[src/rtl/fifo_pkg.sv]
// Shared FIFO types and the pointer wrap rule used by the FIFO and its pointer counters.
package fifo_pkg;

  // Sticky error flags kept together so they can be cleared and updated as one.
  typedef struct packed {
    logic overflow;
    logic underflow;
  } err_flags_t;

  // Wrap rule: last index returns to zero, so every index 0..depth-1 is used
  // even when depth is not a power of two.
  function automatic int unsigned ptr_next(input int unsigned ptr,
                                           input int unsigned depth);
    return (ptr == depth - 32'd1) ? 32'd0 : ptr + 32'd1;
  endfunction

endpackage

[src/rtl/fifo_ptr_wrap.sv]
// Storage index counter that wraps from DEPTH-1 back to 0.
module fifo_ptr_wrap
  import fifo_pkg::*;
#(
  parameter  int unsigned DEPTH  = 16,
  localparam int unsigned ADDR_W = $clog2(DEPTH)
) (
  input  logic              clk,
  input  logic              reset,
  input  logic              inc,
  output logic [ADDR_W-1:0] ptr
);

  logic [ADDR_W-1:0] ptr_q;
  logic [ADDR_W-1:0] ptr_d;

  // Next index: advance with wrap only when incremented.
  always_comb begin
    ptr_d = ptr_q;
    if (inc) ptr_d = ADDR_W'(ptr_next(32'(ptr_q), DEPTH));
  end

  // Index register, cleared asynchronously.
  always_ff @(posedge clk or negedge reset) begin
    if (!reset) ptr_q <= '0;
    else        ptr_q <= ptr_d;
  end

  assign ptr = ptr_q;

endmodule

[src/rtl/sync_fifo_param.sv]
// Synchronous show-ahead FIFO with arbitrary depth, count-derived status flags
// and sticky overflow/underflow flags.
module sync_fifo_param
  import fifo_pkg::*;
#(
  parameter  int unsigned DATA_WIDTH = 8,
  parameter  int unsigned DEPTH      = 16,
  localparam int unsigned ADDR_W     = $clog2(DEPTH),
  localparam int unsigned CNT_W      = $clog2(DEPTH + 1)
) (
  input  logic                  clk,
  input  logic                  reset,
  input  logic                  push,
  input  logic                  pop,
  input  logic [DATA_WIDTH-1:0] data_in,
  input  logic [CNT_W-1:0]      af_th,
  input  logic [CNT_W-1:0]      ae_th,
  input  logic                  clr_err,
  output logic [DATA_WIDTH-1:0] data_out,
  output logic [CNT_W-1:0]      count,
  output logic                  full,
  output logic                  empty,
  output logic                  almost_full,
  output logic                  almost_empty,
  output logic                  overflow,
  output logic                  underflow,
  output logic [ADDR_W-1:0]     wr_ptr,
  output logic [ADDR_W-1:0]     rd_ptr
);

  localparam logic [CNT_W-1:0] DEPTH_C = CNT_W'(DEPTH);

  logic [DATA_WIDTH-1:0] mem_q [DEPTH];
  logic [CNT_W-1:0]      count_q;
  logic [CNT_W-1:0]      count_d;
  err_flags_t            err_q;
  err_flags_t            err_d;
  logic                  push_acc;
  logic                  pop_acc;

  assign empty = (count_q == '0);
  assign full  = (count_q == DEPTH_C);

  // A push into a full FIFO still goes through when a pop frees a slot in the same cycle.
  assign pop_acc  = pop & ~empty;
  assign push_acc = push & (~full | pop_acc);

  fifo_ptr_wrap #(.DEPTH(DEPTH)) u_wr_ptr (
    .clk   (clk),
    .reset (reset),
    .inc   (push_acc),
    .ptr   (wr_ptr)
  );

  fifo_ptr_wrap #(.DEPTH(DEPTH)) u_rd_ptr (
    .clk   (clk),
    .reset (reset),
    .inc   (pop_acc),
    .ptr   (rd_ptr)
  );

  // Occupancy: up on push only, down on pop only.
  always_comb begin
    count_d = count_q;
    unique case ({push_acc, pop_acc})
      2'b10:   count_d = count_q + CNT_W'(1);
      2'b01:   count_d = count_q - CNT_W'(1);
      default: count_d = count_q;
    endcase
  end

  // Sticky errors: clear first, then a new error in the same cycle sets it again.
  always_comb begin
    err_d = clr_err ? '0 : err_q;
    if (push && !push_acc) err_d.overflow  = 1'b1;
    if (pop && empty)      err_d.underflow = 1'b1;
  end

  // Occupancy and error state, cleared asynchronously.
  always_ff @(posedge clk or negedge reset) begin
    if (!reset) begin
      count_q <= '0;
      err_q   <= '0;
    end else begin
      count_q <= count_d;
      err_q   <= err_d;
    end
  end

  // Storage array; contents are deliberately left untouched by reset.
  always_ff @(posedge clk) begin
    if (push_acc) mem_q[wr_ptr] <= data_in;
  end

  // Show-ahead head entry, forced to zero while empty.
  always_comb begin
    data_out = '0;
    if (!empty) data_out = mem_q[rd_ptr];
  end

  assign count        = count_q;
  assign almost_full  = (count_q >= af_th);
  assign almost_empty = (count_q <= ae_th);
  assign overflow     = err_q.overflow;
  assign underflow    = err_q.underflow;

endmodule
[config.mk]
export PLATFORM = sky130hd
export DESIGN_NAME = sync_fifo_param
export DESIGN_NICKNAME = d
export VERILOG_FILES = /design/src/rtl/fifo_pkg.sv /design/src/rtl/fifo_ptr_wrap.sv /design/src/rtl/sync_fifo_param.sv
export SDC_FILE = /design/constraint.sdc
export NUM_CORES = 1
export LEC_CHECK = 0
export ABC_AREA = 1
export ABC_CLOCK_PERIOD_IN_PS = 2800
export BUFFER_PORTS_ARGS = -buffer_cell sky130_fd_sc_hd__buf_2
export CORE_ASPECT_RATIO = 0.7
export CORE_MARGIN = 5
export CORE_UTILIZATION = 50
export CTS_CLUSTER_SIZE = 30
export DETAILED_ROUTE_END_ITERATION = 16
export PLACE_DENSITY = 0.76
export SETUP_SLACK_MARGIN = 0.15
export SYNTH_ARGS = -nofsm -noshare
export SYNTH_HDL_FRONTEND = slang
export SYNTH_SLANG_ARGS = --single-unit
[constraint.sdc]
create_clock -name clk -period 2.8 [get_ports clk]
set_clock_uncertainty 0.15 [all_clocks]
set_input_delay 0.14 -clock clk [delete_from_list [all_inputs] [get_ports clk]]
set_output_delay 0.14 -clock clk [all_outputs]
set_load 0.02 [all_outputs]
==> summary.txt, run 1 <==
Status
  • Status: finished, final reports clean

Layout
  • Layout cells sized above 1: 15.2%
  • Antenna diodes: 0
  • Commonest non-fill, non-tap cell in the layout: nand2_1
  • Fillers: 1002
  • Post-layout net count: 701
  • Area of the multi-input gates: 0.00188 mm^2
  • Most frequent cells in the layout: 226 x nand2_1, 128 x edfxtp_1, 53 x nand3_1
  • Reg area: 0.00422 mm^2
  • Fin cells: 834
  • Post-layout util: 59.7%
  • Area Overhead vs Synth: 16.6%

Die
  • Core area: 0.0125 mm^2
  • Die Area: 0.0152 mm^2
  • Row count: 34
  • Ports: 50
  • Die width: 145 um
  • Initial Util: 51.2%
  • Die height: 105 um

Timing
  • RSZ-0062 raised after global routing: true
  • Setup TNS: 0 ps
  • Final Hold Vio Count: 0
  • Endpoints failing setup: 0
  • Max Clock Freq: 393 MHz
  • Pins over their slew limit: 0
  • Fin crit period: 2540 ps
  • Final period utilization: 90.8%
  • Relative slew slack: 41.8%
  • Slew @ Worst Pin: 869 ps

Synth
  • Synth warnings: 0
  • Post-synthesis adder-cell area fraction: 3.84%
  • Top post-synthesis cells by area: edfxtp_1 60%, nand2_1 13%, dfrtp_1 5.9%
  • Synth Area in Simple Gates: 21.4%
  • Largest family of logic cells by synthesized area: simple AND/OR/NAND/NOR gates
  • XOR/XNOR Fraction of Synth Area: 0.549%
  • Syn avg cell area: 10.7 um^2
  • Proportion of synthesized area in mux cells: 0%
  • Post-synth top area cell: edfxtp_1
  • Cell variety after synth: 31
  • Top cell type's share of synthesized area: 60.2%
  • Register area share after synthesis: 66.1%
  • Synth Register Bits: 143
  • Syn Inst Count: 596
  • Area of the mapped netlist: 0.00638 mm^2
  • Synth Net Count: 638
  • Complex-gate fraction of the synthesized area: 3.61%

Min path
  • Tightest Hold Check Type: in2reg

Run
  • Max Cap Viol: 0

Route
  • ANT nets after route: 0
  • WL/cell: 18.8 um
  • Highest routed metal layer: met4
  • Via Count: 4596
  • Vias per inst: 5.51
  • Met2 WL post-DR: 7010 um
  • Router iterations before antenna repair: 5
  • Met3 wire length: 1440 um
  • Met1 wire length: 7110 um
  • Final wirelength: 15700 um
  • DRC viols: 0
  • DR iter-0 viols: 420

Place
  • DP HPWL: 10500 um
  • Gpl congestion: 0.861
  • Placed cell count: 795
  • PortBufs: 49

CTS
  • CTS buffer count: 17
  • Clock Sinks: 143
  • Clock buffer depth: 2
  • CTS tree: yes
  • Clock Latency Late Sink: 410 ps
  • Root Driver: clkbuf_16
  • H-Tree Depth: 4
  • Reg clk slew, reported paths: 60 ps

GRT
  • Total global routing overflow: 0
  • Vias in the first global route: 4403
  • Largest net degree at the start of global routing: 47
  • First-pass GRT wire length: 24100 um
  • Antenna violations before repair: 0
  • Gr usage total: 20.6%

Power and ir drop
  • Clock share of power: 28.0%
  • Lkg Pwr: 3.10 nW
  • Logic pwr share: 37.0%
  • Seq pwr share: 35.0%
  • Peak VDD IR: 0.887 mV
  • Pint: 5.01 mW
  • Switch Pwr: 3.20 mW
  • Net Sw Frac: 39.0%
  • Pwr Density: 1100 mW/mm^2

Worst setup path
  • CP Capture Type: output pin
  • Critical path required time: 2510 ps
  • Worst Setup Path Type: reg2out
  • Arr. time, crit path: 2250 ps
  • Startpoint types: flip-flop
  • Critical Path Fanout Max: 27
worst paths after layout:
kind	from	to	slack, ps	cells past startpoint
worst max-delay path	u_rd_ptr.ptr[0]$_DFFE_PN0P_	data_out[4]	260	9
worst min-delay path	data_in[5]	mem_q[0][5]$_DFFE_PP_	6	1
worst max register to register	count[2]$_DFFE_PN0P_	mem_q[8][0]$_DFFE_PP_	370	6
worst min register to register	underflow$_DFFE_PN0P_	underflow$_DFFE_PN0P_	380	2
max in group asynchronous	reset	u_rd_ptr.ptr[0]$_DFFE_PN0P_	2150	2
min in group asynchronous	reset	u_wr_ptr.ptr[0]$_DFFE_PN0P_	30	2
per-stage QoR:
| stage | power, mW | setup slack, ps | instance area (um^2) | hold slack, ps |
|---|---|---|---|---|
| 2_1_floorplan | 4.98 | 629 | 6380 | -306 |
| 3_3_place_gp | 5.74 | 512 | 6740 | -73.0 |
| 3_5_place_dp | 5.82 | 432 | 6740 | -72.0 |
| 4_1_cts | 8.16 | 234 | 7420 | 10.6 |
| 5_1_grt | 8.64 | 129 | 7440 | 23.0 |
| 6_report | 8.21 | 257 | 7440 | 5.53 |
cells by family after synthesis:
kind of cell,after synthesis
adders and majority gates,19
xor gates and xnor gates,4
AOI/OAI and AO/OA,43
buffers and inverters,55
and+or+nand+nor,332
DFF,143
power groups by stage:
stage	combinational (mW)	sequential (mW)	clock, mW
finish	3.04	2.87	2.30
global route	3.33	2.90	2.41
CTS	2.98	2.86	2.32
detailed placement	2.93	2.89	0
global placement	2.87	2.88	0
floorplan	2.10	2.89	0
area by class of cell:
type,count,area share (%)
clock buffers,19,5.82
multi-input cells,398,25.3
well taps,162,2.72
flip-flops and latches,143,56.8
clock inverters,13,2.29
inverters,34,1.80
repair buffers,65,5.30
registers in the layout, indices dropped and copies added, names as in the netlist:
register	count
count	5
u_rd_ptr.ptr	4
u_wr_ptr.ptr	4
mem_q	128
overflow	1
underflow	1
timing repair:
item	CTS	global route
hold endpoints to repair	55	0
resized for setup	2	6
hold buffers	7	0
pin swaps	0	0
setup endpoints to repair	8	8
buffers inserted	0	0
per-layer routing:
metal	GRT usage, %	vias up
met5	0	-
met1	29.6	2233
met2	30.7	195
li1	-	2149
met4	4.99	0
met3	6.97	19
Yosys cell counts:
library cell / n
buf_2: 7
fa_1: 1
or2_2: 1
ha_1: 18
o221ai_1: 1
nand4_1: 2
inv_4: 1
o21ai_1: 1
o311ai_0: 1
o21a_1: 1
o21ai_0: 8
nand3_1: 53
nand2_2: 3
buf_4: 9
nand3b_1: 1
nand2_1: 226
a22oi_1: 1
clkinv_1: 2
o31ai_1: 1
nor3_1: 8
nor2_4: 2
inv_1: 28
nor2_1: 34
xor2_1: 4
inv_2: 3
dfrtp_1: 15
nand3_2: 1
a21oi_1: 29
edfxtp_1: 128
buf_6: 5
nor2_2: 1
critical path, cell delays in order, from the launching register on:
cell and delay [ps]:
dfrtp_4 590, inv_2 110, buf_4 290, nand2_1 100, nand2_1 100, a21oi_1 120
nand3_1 140, nand2_1 60, nor2_1 120, buf_2 180
Power figures use the tool's default switching activity.
==> run 2: changes to the inputs <==
- ABC_AREA: 1 -> unset
==> summary.txt, run 2 <==
Power and ir drop
  • Lkg Pwr: 2.83 nW
  • Peak VDD IR: 0.676 mV
  • Pwr Density: 1110 mW/mm^2
  • Total Power: 8.43 mW

Die
  • Initial Util: 50.5%
  • Die height: 103 um
  • Die width: 143 um
  • Die Area: 0.0148 mm^2
  • Row count: 34
  • Ports: 50
  • Core area: 0.0123 mm^2

CTS
  • H-Tree Depth: 4
  • CTS buffer count: 17
  • CTS tree: yes
  • Clock buffer depth: 2
  • Reg clk slew, reported paths: 60 ps
  • Root Driver: clkbuf_16
  • Clock Latency Late Sink: 410 ps
  • Clock Sinks: 143

Synth
  • Post-synth top area cell: edfxtp_1
  • Cell variety after synth: 40
  • Synth Area in Simple Gates: 4.72%
  • Largest family of logic cells by synthesized area: multiplexers
  • Syn Inst Count: 326
  • Area of the mapped netlist: 0.00624 mm^2
  • Synth warnings: 0
  • Top post-synthesis cells by area: edfxtp_1 62%, mux4_1 10%, dfrtp_1 6.0%
  • Synth Register Bits: 143
  • Ys async rst share: 10.5%
  • Top cell type's share of synthesized area: 61.6%
  • Proportion of synthesized area in mux cells: 17.2%
  • Register area share after synthesis: 67.7%
  • Most numerous cell in the Yosys netlist: edfxtp_1
  • Synth top cells by count: 128 x edfxtp_1, 24 x mux4_1, 18 x ha_1, 18 x inv_1
  • Complex-gate fraction of the synthesized area: 3.27%
  • Post-synth EDFFs: 128
  • XOR/XNOR Fraction of Synth Area: 0.702%
  • Synth Net Count: 368
  • Syn avg cell area: 19.1 um^2
  • Post-synthesis adder-cell area fraction: 3.93%
  • Main synth FF type: edfxtp_1

Min path
  • Tightest Hold Check Type: in2async

GRT
  • Gr usage total: 20.1%
  • Largest net degree at the start of global routing: 38
  • Antenna violations before repair: 1
  • Total global routing overflow: 0
  • Vias in the first global route: 3477
  • First-pass GRT wire length: 21100 um

Route
  • Final wirelength: 13500 um
  • ANT nets after route: 0
  • DR iter-0 viols: 320
  • Via Count: 3359
  • Router iterations before antenna repair: 5
  • WL/cell: 23.0 um
  • Vias per inst: 5.73
  • DRC viols: 0

Layout
  • Largest register FFs: 128
  • Fillers: 864
  • Final Cell Area: 0.00759 mm^2
  • Post-layout net count: 453
  • Area of the multi-input gates: 0.00182 mm^2
  • Most frequent cells in the layout: 128 x edfxtp_1, 41 x buf_2, 35 x mux4_2
  • Reg area: 0.00422 mm^2
  • Antenna diodes: 0
  • Area Overhead vs Synth: 21.7%
  • Layout cells sized above 1: 34.4%
  • Fin cells: 586
  • Biggest register: mem_q
  • Commonest non-fill, non-tap cell in the layout: edfxtp_1

Place
  • Placed cell count: 535
  • PortBufs: 49
  • DP HPWL: 8540 um
  • Gpl congestion: 0.839
  • Dpl cell area: 0.00670 mm^2

Timing
  • Final period utilization: 97.0%
  • Final Hold Vio Count: 0
  • Max Clock Freq: 368 MHz
  • Endpoints failing setup: 0
  • Setup TNS: 0 ps
  • RSZ-0062 raised after global routing: true
  • Fin crit period: 2720 ps
  • Pins over their slew limit: 0
  • Slew @ Worst Pin: 624 ps
  • Relative slew slack: 58.4%

Worst setup path
  • Critical Path Fanout Max: 5
  • Reg2Reg Setup Slack: 310 ps
  • Arr. time, crit path: 2430 ps
  • CP Capture Type: output pin
  • Startpoint types: flip-flop
  • Worst Setup Path Type: reg2out
  • Critical path required time: 2510 ps

Run
  • Max Cap Viol: 0

Status
  • Status: finished, final reports clean
run 2: changes by cell type after synthesis, sizes merged, moves of 14 or more:
| cell | delta |
|---|---|
| nand2 | -221 |
| nand3 | -48 |
| mux4 | +40 |
| nor2 | -33 |
| a21oi | -24 |
| and2 | +16 |
| buf | -16 |
| inv | -14 |
run 2: logic make-up after synthesis:
family | count (synthesis)
AND/OR/NAND/NOR | 53
buffers and inverters | 30
multiplexers | 47
AO/OA/AOI/OAI | 29
flip-flops | 143
XOR/XNOR | 5
adder cells (fa/ha/maj) | 19
run 2: worst max-delay path: stages (launching register included):
cell     delay (ps)
dfrtp_2         420
buf_12          150
buf_16          120
mux4_2          570
mux4_2          480
and2_4          150
buf_6           120
run 2: area by class of cell:
cell class,count,share of cell area [%]
Clock buffer,17,5.61
Multi-Input combinational cell,153,24.0
Clock inverter,15,2.89
Tap cell,162,2.67
Timing Repair Buffer,78,8.31
Inverter,18,0.890
Sequential cell,143,55.6
run 2: layer usage:
layer | vias to the layer above | wire length, um | track usage [%] | part of all wire (%)
li1 | 1483 | - | - | -
met4 | 0 | 71 | 6.37 | 0.53
met2 | 133 | 6300 | 29.3 | 47
met5 | - | 0 | 0 | 0
met1 | 1733 | 5890 | 30.1 | 44
met3 | 10 | 1230 | 5.33 | 9.1
run 2: where the power goes:
group          internal (mW)  switching [mW]  leakage, nW  total (mW)
clock network           1.58           0.855        0.310        2.43
registers               2.59           0.255         1.34        2.85
logic                   1.66            1.50         1.18        3.15
total                   5.83            2.61         2.83        8.43
run 2: stage by stage:
stage,utilization (%),worst slack (ps),hold slack [ps]
floorplan,-,171,-306
global placement,54.3,289,-84.2
detailed placement,54.3,283,-80.1
CTS,61.3,69.0,18.2
global route,61.5,1.31,48.0
finish,61.5,82.7,25.7
run 2: worst paths after layout:
kind | to | cells past startpoint | from
worst max-delay path | data_out[0] | 6 | u_rd_ptr.ptr[0]$_DFFE_PN0P_
worst min-delay path | u_rd_ptr.ptr[0]$_DFFE_PN0P_ | 2 | reset
worst max register to register | count[4]$_DFFE_PN0P_ | 9 | count[1]$_DFFE_PN0P_
worst min register to register | underflow$_DFFE_PN0P_ | 1 | underflow$_DFFE_PN0P_
max in group asynchronous | count[1]$_DFFE_PN0P_ | 2 | reset
min in group clk | underflow$_DFFE_PN0P_ | 1 | underflow$_DFFE_PN0P_
run 2: timing repair:
item                                    4_1_cts  5_1_grt
endpoints found under the hold margin       148        0
hold buffers                                 13        0
setup buffers                                 5        0
resized for setup                            45        8
pin swaps                                     7        0
gates cloned                                  1        0
endpoints found under the setup margin        8        9
==> run 3: changes to the inputs <==
- ABC_CLOCK_PERIOD_IN_PS: 2800 -> 3340
- CORE_ASPECT_RATIO: 0.7 -> unset
- clock period: 2.8 -> 3.34 ns (I/O delays scaled with it)
==> summary.txt, run 3 (synthesis gave the netlist of run 2 again) <==
Layout
  • Fillers: 883
  • Antenna diodes: 0
  • Layout cells sized above 1: 25.7%
  • Final Cell Area: 0.00734 mm^2
  • Area Overhead vs Synth: 17.7%
  • Most frequent cells in the layout: 128 x edfxtp_1, 49 x buf_2, 24 x mux4_1
  • Biggest register: mem_q
  • Commonest non-fill, non-tap cell in the layout: edfxtp_1
  • Post-layout net count: 441
  • Largest register FFs: 128

CTS
  • CTS buffer count: 17
  • Clock Sinks: 143
  • CTS tree: yes
  • Clock Latency Late Sink: 420 ps
  • H-Tree Depth: 4
  • Root Driver: clkbuf_16
  • Clock buffer depth: 2
  • Reg clk slew, reported paths: 60 ps

Run
  • Max Cap Viol: 0

Timing
  • Setup TNS: 0 ps
  • Relative slew slack: 50.9%
  • Max Clock Freq: 332 MHz
  • Pins over their slew limit: 0
  • Endpoints failing setup: 0
  • Final Hold Vio Count: 0
  • Final period utilization: 90.3%
  • Slew @ Worst Pin: 737 ps
  • Fin crit period: 3010 ps
  • RSZ-0062 raised after global routing: false

Worst setup path
  • Startpoint types: flip-flop
  • Critical Path Fanout Max: 23
  • R2r worst-path depth: 9
  • Worst Setup Path Type: reg2out
  • Critical path required time: 3020 ps
  • CP Capture Type: output pin
  • Arr. time, crit path: 2700 ps

Route
  • DRC viols: 0
  • Vias per inst: 5.73
  • WL/cell: 22.3 um
  • DR iter-0 viols: 269
  • Final wirelength: 12900 um
  • ANT nets after route: 0
  • Router iterations before antenna repair: 5
  • Via Count: 3325

Die
  • Die height: 122 um
  • Core area: 0.0121 mm^2
  • Die width: 122 um
  • Ports: 50
  • Initial Util: 51.5%
  • Row count: 40
  • Die Area: 0.0148 mm^2

Min path
  • Tightest Hold Check Type: in2async

Place
  • PortBufs: 49
  • DP HPWL: 8080 um
  • Gpl congestion: 0.860
  • Dpl cell area: 0.00664 mm^2

GRT
  • Vias in the first global route: 3397
  • Antenna violations before repair: 0
  • Largest net degree at the start of global routing: 38
  • Total global routing overflow: 0
  • First-pass GRT wire length: 19500 um
  • Gr usage total: 18.6%

Power and ir drop
  • Lkg Pwr: 2.75 nW
  • Peak VDD IR: 0.491 mV
  • Pwr Density: 851 mW/mm^2

Status
  • Status: finished, final reports clean
## run 3: changes by cell type in the layout (fill, tap and decap cells not counted), moves of 6 or more
cell and change:
and2_4 -8, and2_1 +8, mux4_2 -19, buf_6 -8, buf_4 -6, buf_2 +8
mux4_1 +19
## run 3: final cells by class
cell class	instances	area [um^2]	share of cell area (%)
clock inverters	15	135	1.84
inverters	18	67.6	0.921
repair buffers	66	418	5.70
clock buffers	17	425	5.80
multi-input cells	153	1860	25.3
well taps	168	210	2.86
flip-flops and latches	143	4220	57.6
## run 3: stage by stage
step	utilization [%]	hold slack, ps	total power, mW	worst slack [ps]	cells
final	60.6	72.0	6.24	326	580
after global routing	60.6	99.7	6.55	235	580
after CTS	60.6	70.6	6.29	195	580
after detailed placement	54.9	-28.8	4.48	638	535
after global placement	54.9	-37.2	4.42	689	535
after floorplan	-	-279	3.90	603	326
## run 3: report_power, final
group / leakage, nW / switching (mW) / internal, mW
clock network: 0.280 / 0.750 / 1.03
registers: 1.34 / 0.261 / 2.17
logic: 1.14 / 1.05 / 0.975
total: 2.75 / 2.06 / 4.18
## run 3: routing by layer
| layer | wire length, um | up-vias | track usage (%) |
|---|---|---|---|
| met5 | 0 | - | 0 |
| li1 | - | 1476 | - |
| met1 | 5430 | 1693 | 24.9 |
| met4 | 121 | 0 | 5.25 |
| met3 | 940 | 10 | 5.71 |
| met2 | 6440 | 146 | 29.6 |
## run 3: worst paths after layout
| kind | from | end | slack (ps) |
|---|---|---|---|
| worst max register to register | count[1]$_DFFE_PN0P_ | count[4]$_DFFE_PN0P_ | 600 |
| worst min-delay path | reset | underflow$_DFFE_PN0P_ | 70 |
| min in group clk | underflow$_DFFE_PN0P_ | underflow$_DFFE_PN0P_ | 360 |
| max in group asynchronous | reset | u_rd_ptr.ptr[0]$_DFFE_PN0P_ | 2630 |
| worst min register to register | underflow$_DFFE_PN0P_ | underflow$_DFFE_PN0P_ | 360 |
| worst max-delay path | u_rd_ptr.ptr[0]$_DFFE_PN0P_ | data_out[3] | 330 |
## run 3: worst max-delay path, cell delays in order, from the launching register on
cell and delay (ps):
dfrtp_4 610, buf_12 240, mux4_1 620, mux4_2 480
and2_1 160, buf_2 150
## run 3: repair_timing
item,CTS,global route
buffers inserted,0,0
hold buffers,13,0
endpoints found under the hold margin,147,0
resized for setup,0,1
setup endpoints to repair,0,2
